## config.mk

```make
export PLATFORM = sky130hd
export DESIGN_NAME = decoder_3x8_seq
export DESIGN_NICKNAME = d
export VERILOG_FILES = /design/src/rtl/decoder_3x8_seq.sv
export SDC_FILE = /design/constraint.sdc
export NUM_CORES = 1
export LEC_CHECK = 0
export ABC_CLOCK_PERIOD_IN_PS = 3400
export BUFFER_PORTS_ARGS = -buffer_cell sky130_fd_sc_hd__buf_2
export CAP_MARGIN = 20
export CORE_UTILIZATION = 46
export CTS_CLUSTER_DIAMETER = 100
export DETAILED_ROUTE_END_ITERATION = 12
export GPL_ROUTABILITY_DRIVEN = 0
export MAX_ROUTING_LAYER = met4
export PLACE_DENSITY = 0.76
export SYNTH_ARGS = -nofsm -noshare
export SYNTH_HDL_FRONTEND = slang
export SYNTH_SLANG_ARGS = --single-unit
```

## constraint.sdc

```tcl
create_clock -name clk -period 3.4 [get_ports clk]
set_input_delay 0.34 -clock clk [delete_from_list [all_inputs] [get_ports clk]]
set_output_delay 0.34 -clock clk [all_outputs]
set_load 0.1 [all_outputs]
```

## src/rtl/decoder_3x8_seq.sv

```systemverilog
// Sequenced 3-to-8 decoder: buffers 3-bit codes in a small FIFO and replays each
// one as a registered one-hot word held on out for HOLD enabled cycles.
module decoder_3x8_seq #(
    parameter int DEPTH = 4,
    parameter int HOLD  = 4,
    localparam int CW   = $clog2(DEPTH) + 1
) (
    input  logic          clk,
    input  logic          rst_n,
    input  logic [2:0]    in,
    input  logic          in_valid,
    output logic          in_ready,
    input  logic          en,
    output logic [7:0]    out,
    output logic          out_valid,
    output logic          busy,
    output logic [CW-1:0] count
);

    localparam int AW = (DEPTH > 1) ? $clog2(DEPTH) : 1;
    localparam int HW = (HOLD > 1) ? $clog2(HOLD) : 1;
    localparam logic [HW-1:0] HOLD_INIT = HW'(HOLD - 1);

    localparam logic [0:0] IDLE   = 1'b0;
    localparam logic [0:0] ACTIVE = 1'b1;

    logic [2:0]    mem_q [DEPTH];
    logic [AW-1:0] wr_ptr_q, wr_ptr_d;
    logic [AW-1:0] rd_ptr_q, rd_ptr_d;
    logic [CW-1:0] count_q, count_d;
    logic [0:0]    state_q, state_d;
    logic [HW-1:0] hold_q, hold_d;
    logic [7:0]    out_q, out_d;
    logic          out_valid_q, out_valid_d;

    logic          push;
    logic          pop;
    logic [2:0]    head;

    // in_ready depends on registered occupancy only, never on this cycle's pop.
    assign in_ready  = (count_q < CW'(DEPTH));
    assign push      = in_valid & in_ready;
    assign head      = mem_q[rd_ptr_q];
    assign out       = out_q;
    assign out_valid = out_valid_q;
    assign count     = count_q;
    assign busy      = (state_q == ACTIVE) || (count_q != '0);

    always_comb begin
        state_d     = state_q;
        hold_d      = hold_q;
        out_d       = out_q;
        out_valid_d = out_valid_q;
        pop         = 1'b0;
        case (state_q)
            IDLE: begin
                out_d       = '0;
                out_valid_d = 1'b0;
                if (en && (count_q != '0)) begin
                    pop         = 1'b1;
                    out_d       = 8'(1) << head;
                    out_valid_d = 1'b1;
                    hold_d      = HOLD_INIT;
                    state_d     = ACTIVE;
                end
            end
            ACTIVE: begin
                if (en) begin
                    if (hold_q != '0) begin
                        hold_d = hold_q - HW'(1);
                    end else if (count_q != '0) begin
                        pop    = 1'b1;
                        out_d  = 8'(1) << head;
                        hold_d = HOLD_INIT;
                    end else begin
                        out_d       = '0;
                        out_valid_d = 1'b0;
                        state_d     = IDLE;
                    end
                end
            end
            default: begin
                out_d       = '0;
                out_valid_d = 1'b0;
                hold_d      = '0;
                state_d     = IDLE;
            end
        endcase
    end

    always_comb begin
        wr_ptr_d = push ? wr_ptr_q + AW'(1) : wr_ptr_q;
        rd_ptr_d = pop  ? rd_ptr_q + AW'(1) : rd_ptr_q;
        count_d  = count_q;
        case ({push, pop})
            2'b10:   count_d = count_q + CW'(1);
            2'b01:   count_d = count_q - CW'(1);
            default: count_d = count_q;
        endcase
    end

    always_ff @(posedge clk) begin
        if (push) begin
            mem_q[wr_ptr_q] <= in;
        end
    end

    always_ff @(posedge clk or negedge rst_n) begin
        if (!rst_n) begin
            wr_ptr_q    <= '0;
            rd_ptr_q    <= '0;
            count_q     <= '0;
            state_q     <= IDLE;
            hold_q      <= '0;
            out_q       <= '0;
            out_valid_q <= 1'b0;
        end else begin
            wr_ptr_q    <= wr_ptr_d;
            rd_ptr_q    <= rd_ptr_d;
            count_q     <= count_d;
            state_q     <= state_d;
            hold_q      <= hold_d;
            out_q       <= out_d;
            out_valid_q <= out_valid_d;
        end
    end

endmodule

```

==> flow_summary.json, run 1 <==
{
  "grt_pass1_vias": 877,
  "initial_core_util": 0.4942,
  "layout_min_cycle_time_ns": 2.125,
  "hold_class": "in -> reg",
  "drt_first_iter_violations": 47,
  "async_reset_ff_frac": 0.6129,
  "worstSetupEndpointType": "flop",
  "status": "finished, violations left",
  "rows": 19,
  "timing.max_cap.violations": 0,
  "viasPerCell": 5.453,
  "antenna_found_initial": 0,
  "ys_warn_count": 0,
  "rsz0062_at_grt": "false",
  "clkSlewWorstSetupHoldPaths_ns": 0.10,
  "drive_gt1_frac": 0.2891,
  "min_period_over_period": 0.6250,
  "cts.sinks": 31,
  "final_hold_viol_count": 0,
  "grt_pass1_wl_um": 3864,
  "io_buffers": 20,
  "wl_um": 2237,
  "ys_seq_area_frac": 0.6029,
  "grt_usage": 0.1703,
  "synth.area.mux_share": 0.06318,
  "cts_buffers": 5,
  "die_h_um": 56.90,
  "critPathLaunchType": "flop",
  "post-cts-setup-buffers": 0,
  "timing.rr.end": "count[2]",
  "criticalPathCategory": "reg -> reg",
  "cp.arrival_ns": 2.38,
  "worstPathRequired_ns": 3.66,
  "cp_max_fo": 5,
  "cts_tree": "yes",
  "syn_area_um2": 1386,
  "hold_path_end": "mem_q[0][1]",
  "overflow": 0,
  "slew-limit-headroom": 0.4058,
  "clock_path_buffers": 2,
  "die_w_um": 56.90,
  "synth-simple-area-share": 0.09025,
  "syn_nets": 115,
  "synth_compound_area_frac": 0.09657,
  "antenna-diode-count": 0,
  "grt_max_degree": 20,
  "die_area_um2": 3237,
  "setup_violations": 0,
  "n_fill_cell": 246,
  "remaining_drc_errors": 4,
  "synth_top_family_by_area": "compound AO/OA/AOI/OAI gates",
  "dr.pass1.iters": 8,
  "synth_fa_ha_area_frac": 0.06859,
  "cts-root-buf": "clkbuf_4",
  "dp_hpwl_um": 1651,
  "fin_setup_tns_ns": 0,
  "synthDistinctLibCells": 30,
  "syn-mean-instance-area_um2": 13.73,
  "r2r_start": "hold_q[0]",
  "final_antenna_net_count": 0,
  "routedWlPerCell_um": 14.07,
  "synthFlopType": "dfrtp_1",
  "reg2reg_depth": 10,
  "hold_ws_ns": 0.2188,
  "worstHoldStart": "in[1]",
  "timing.reg2reg.setup_slack_ns": 1.28,
  "fmaxAchievable_ghz": 0.4706,
  "synth_edf_count": 12,
  "vias": 867,
  "layout.nets": 141,
  "ctsHtreeMaxLevel": 2,
  "synth-seq-cells": 31,
  "syn_inst": 101,
  "worst_pin_slew_ns": 0.8834,
  "clkLatencyLatePin_ns": 0.33,
  "holdPathStages": 1,
  "core_um2": 2805,
  "slew_violations": 0,
  "fin_skew_ns": 0.006532,
  "violations": "DRC",
  "io_pins": 21,
  "area_growth_pct": 15.16,
  "synth_xor_area_frac": 0.03791
}
[registers in the layout (all words and copies together) (netlist names)]
name	cells
mem_q	12
out	8
count	3
hold_q	2
rd_ptr_q	2
wr_ptr_q	2
out_valid	1
state_q	1
[worst max path at each step]
stage | slack (ns) | end | from
after floorplan | 0.90 | count[2] | count[1]
after global placement | 1.39 | count[2] | hold_q[0]
after detailed placement | 1.30 | count[2] | hold_q[0]
after CTS | 1.26 | count[2] | hold_q[0]
after global routing | 1.08 | count[2] | hold_q[0]
final | 1.28 | count[2] | hold_q[0]
[metal layers]
metal  vias up  global-route usage  part of all wire
met5         -                   -                 0
met4         0             0.06969             0.019
met3         5             0.07373             0.050
met2        22              0.2622              0.49
met1       423              0.1948              0.44
li1        417                   -                 -
[critical path, cell delays in order (launching register included)]
cell and delay (ns):
dfrtp_1 0.37, inv_1 0.08, ha_1 0.23, nor2b_1 0.12
nor2_1 0.18, ha_1 0.22, inv_1 0.08, fa_1 0.37
xor2_1 0.15, nor2_1 0.11, xnor2_1 0.12
[synth_stat cells, types with 2 or more instances]
cell type	count	area, um^2
inv_1	6	22.52
nor2_1	2	7.510
ha_1	6	75.07
nand3_1	2	10.01
mux4_2	3	67.56
and2_1	4	25.02
nor2b_1	3	18.77
xor2_1	2	17.52
mux2i_1	2	20.02
xnor2_1	4	35.03
nand2_1	9	33.78
a32o_1	4	40.04
o31ai_1	4	30.03
inv_2	5	18.77
edfxtp_1	12	360.4
dfrtp_1	19	475.5
[logic make-up after synthesis]
logic type,Yosys count
buffers and inverters,13
adders and majority gates,7
and+or+nand+nor,23
xor gates and xnor gates,6
AOI/OAI and AO/OA,16
muxes,5
DFF,31
[cells in the final DEF (no fill, tap or decap), types with 5 or more instances in the layout]
cell      count
clkbuf_4      5
inv_2         5
buf_2        20
ha_1          6
nand2_1       9
edfxtp_1     12
dfrtp_1      19
inv_1         6
[timing repair]
item / 4_1_cts / 5_1_grt
hold buffers: 1 / 0
hold endpoints to repair: 19 / 0
resized for setup: 0 / 0
[metrics by stage]
stage,setup slack (ns),cell area (um^2),instances,utilization
2_1_floorplan,0.9039,1386,101,-
5_1_grt,1.075,1597,159,0.5691
6_report,1.275,1597,159,0.5691
4_1_cts,1.261,1597,159,0.5691
3_5_place_dp,1.305,1510,150,0.5384
3_3_place_gp,1.388,1510,150,0.5384
[area by class of cell]
| type | count | area (um^2) | share of cell area |
|---|---|---|---|
| flip-flops and latches | 31 | 835.8 | 0.5235 |
| multi-input cells | 57 | 494.2 | 0.3096 |
| repair buffers | 21 | 110.1 | 0.06897 |
| inverters | 11 | 41.29 | 0.02586 |
| clock inverters | 3 | 38.79 | 0.02429 |
| well taps | 31 | 38.79 | 0.02429 |
| clock buffers | 5 | 37.54 | 0.02351 |
Power of run 1 is left out: the tool's default activity adds up to more than one toggle a clock period on the data nets, which glitch-free logic cannot reach.
==> run 2: changes to the inputs <==
--- a/config.mk
+++ b/config.mk
@@ -5,7 +5,7 @@
 export SDC_FILE = /design/constraint.sdc
 export NUM_CORES = 1
 export LEC_CHECK = 0
-export ABC_CLOCK_PERIOD_IN_PS = 3400
+export ABC_CLOCK_PERIOD_IN_PS = 1900
 export BUFFER_PORTS_ARGS = -buffer_cell sky130_fd_sc_hd__buf_2
 export CAP_MARGIN = 20
 export CORE_UTILIZATION = 46
@@ -13,7 +13,7 @@
 export DETAILED_ROUTE_END_ITERATION = 12
 export GPL_ROUTABILITY_DRIVEN = 0
 export MAX_ROUTING_LAYER = met4
-export PLACE_DENSITY = 0.76
+export PLACE_DENSITY = 0.78
 export SYNTH_ARGS = -nofsm -noshare
 export SYNTH_HDL_FRONTEND = slang
 export SYNTH_SLANG_ARGS = --single-unit
==> constraint.sdc (replaced) <==
create_clock -name clk -period 1.9 [get_ports clk]
set_input_delay 0.19 -clock clk [delete_from_list [all_inputs] [get_ports clk]]
set_output_delay 0.19 -clock clk [all_outputs]
set_load 0.1 [all_outputs]
==> flow_summary.json, run 2 (synthesis results as in run 1) <==
{
  "status": "finished, violations left",
  "violations": "DRC",
  "grt_usage": 0.1710,
  "grt_pass1_vias": 904,
  "critPathMostFrequentCell": "inv_2",
  "setup_violations": 0,
  "clkLatencyLatePin_ns": 0.31,
  "overflow": 0,
  "cp.arrival_ns": 2.08,
  "final_common_cell": "buf_2",
  "met3_usage": 0.05760,
  "multi_input_area_um2": 525.5,
  "crit_slowest_cell": "dfrtp_1",
  "vias": 894,
  "die_area_um2": 3237,
  "layout_min_cycle_time_ns": 1.847,
  "n_fill_cell": 236,
  "final_hold_viol_count": 0,
  "cp_max_fo": 2,
  "routedWlPerCell_um": 14.00,
  "cts_buffers": 5,
  "busiest_layer": "met2",
  "dr.pass1.iters": 8,
  "hold_class": "in -> reg",
  "grt.met1_usage": 0.2000,
  "viasPerCell": 5.321,
  "cts.sinks": 31,
  "initial_core_util": 0.4942,
  "die_h_um": 56.90,
  "wl_um": 2352,
  "timing.max_cap.violations": 0,
  "critPathLaunchType": "flop",
  "antenna_found_initial": 0,
  "drt_first_iter_violations": 34,
  "cts_tree": "yes",
  "regArea_um2": 847.1,
  "fmaxAchievable_ghz": 0.5414,
  "worstPathRequired_ns": 2.14,
  "worstSetupEndpointType": "flop",
  "grt_pass1_wl_um": 3967,
  "dp_hpwl_um": 1754,
  "final_cell_mix": "buf_2 (19), dfrtp_1 (16), edfxtp_1 (12)",
  "slew_violations": 0,
  "rsz0062_at_grt": "true",
  "cp_top_family": "adder cells",
  "crit_buf_inv": 2,
  "remaining_drc_errors": 6,
  "largest_reg_flops": 12,
  "min_period_over_period": 0.9722,
  "fin_skew_ns": 0.006563,
  "largest_register": "mem_q",
  "design_area_um2": 1683,
  "clkSlewWorstSetupHoldPaths_ns": 0.10,
  "core_um2": 2805,
  "grt_max_degree": 20,
  "die_w_um": 56.90,
  "io_pins": 21,
  "final_antenna_net_count": 0,
  "io_buffers": 20,
  "cts-root-buf": "clkbuf_4",
  "cp_cell_sequence": "inv_2 -> ha_4 -> nor2b_2 -> nor2_2 -> ha_2 -> inv_2 -> fa_2 -> xor2_1 -> nor2_1 -> xnor2_1",
  "layout.nets": 150,
  "area_growth_pct": 21.39,
  "slew-limit-headroom": 0.6864,
  "clock_path_buffers": 2,
  "cpPeakStageDelay_ns": 0.38,
  "drive_gt1_frac": 0.4088,
  "use_met2": 0.2588,
  "placed_area_um2": 1588,
  "worst_pin_slew_ns": 0.4643,
  "criticalPathCategory": "reg -> reg",
  "ctsHtreeMaxLevel": 2,
  "antenna-diode-count": 0,
  "rows": 19
}
## run 2: per-layer routing
metal,vias to the layer above,part of all wire,wire length [um]
li1,428,-,-
met1,439,0.45,1057
met2,23,0.50,1169
met3,4,0.043,101
met4,0,0.0098,23
met5,-,0,0
## run 2: cell type report
cell class / count / share of cell area
Sequential cell: 31 / 0.5033
Multi-Input combinational cell: 57 / 0.3123
Timing Repair Buffer: 30 / 0.1071
Clock buffer: 7 / 0.02677
Inverter: 11 / 0.02454
Tap cell: 31 / 0.02305
Clock inverter: 1 / 0.002974
## run 2: final timing paths
check                           from  depth (start not counted)  slack, ns     endpoint
hold reg to reg               out[7]                          2       0.48       out[7]
setup / recovery           hold_q[0]                         10       0.05     count[2]
setup reg to reg           hold_q[0]                         10       0.05     count[2]
min in group asynchronous      rst_n                          2       0.34       out[4]
hold / removal                 in[0]                          1       0.09  mem_q[1][0]
max in group asynchronous      rst_n                          2       1.23     count[0]
## run 2: worst reg2reg max path, delay by kind of cell (launching register included)
| family | cells | cell delay (ns) |
|---|---|---|
| buffers and inverters | 2 | 0.12 |
| AND/OR/NAND/NOR | 3 | 0.30 |
| XOR/XNOR | 2 | 0.29 |
| flip-flops | 1 | 0.38 |
| adder cells (fa/ha/maj) | 3 | 0.69 |
## run 2: what timing repair did
item                                   4_1_cts  5_1_grt
gates resized for setup                      1        7
setup endpoints to repair                    1        2
buffers inserted                             1        1
endpoints found under the hold margin       19        0
pin swaps                                    3        6
hold buffers                                 1        0
## run 2: metrics by stage
| stage | setup WS [ns] | std cells | hold slack (ns) | util | setup TNS, ns |
|---|---|---|---|---|---|
| after floorplan | -0.05916 | 101 | -0.1056 | - | -0.06695 |
| after global placement | 0.09454 | 157 | 0.1482 | 0.5660 | 0 |
| after detailed placement | -0.03100 | 157 | 0.1581 | 0.5660 | -0.03100 |
| after CTS | 0.02831 | 167 | 0.07438 | 0.5910 | 0 |
| after global routing | -0.03885 | 168 | 0.07070 | 0.5999 | -0.03885 |
| final | 0.05286 | 168 | 0.08745 | 0.5999 | 0 |
Power of run 2 is left out for the same reason.
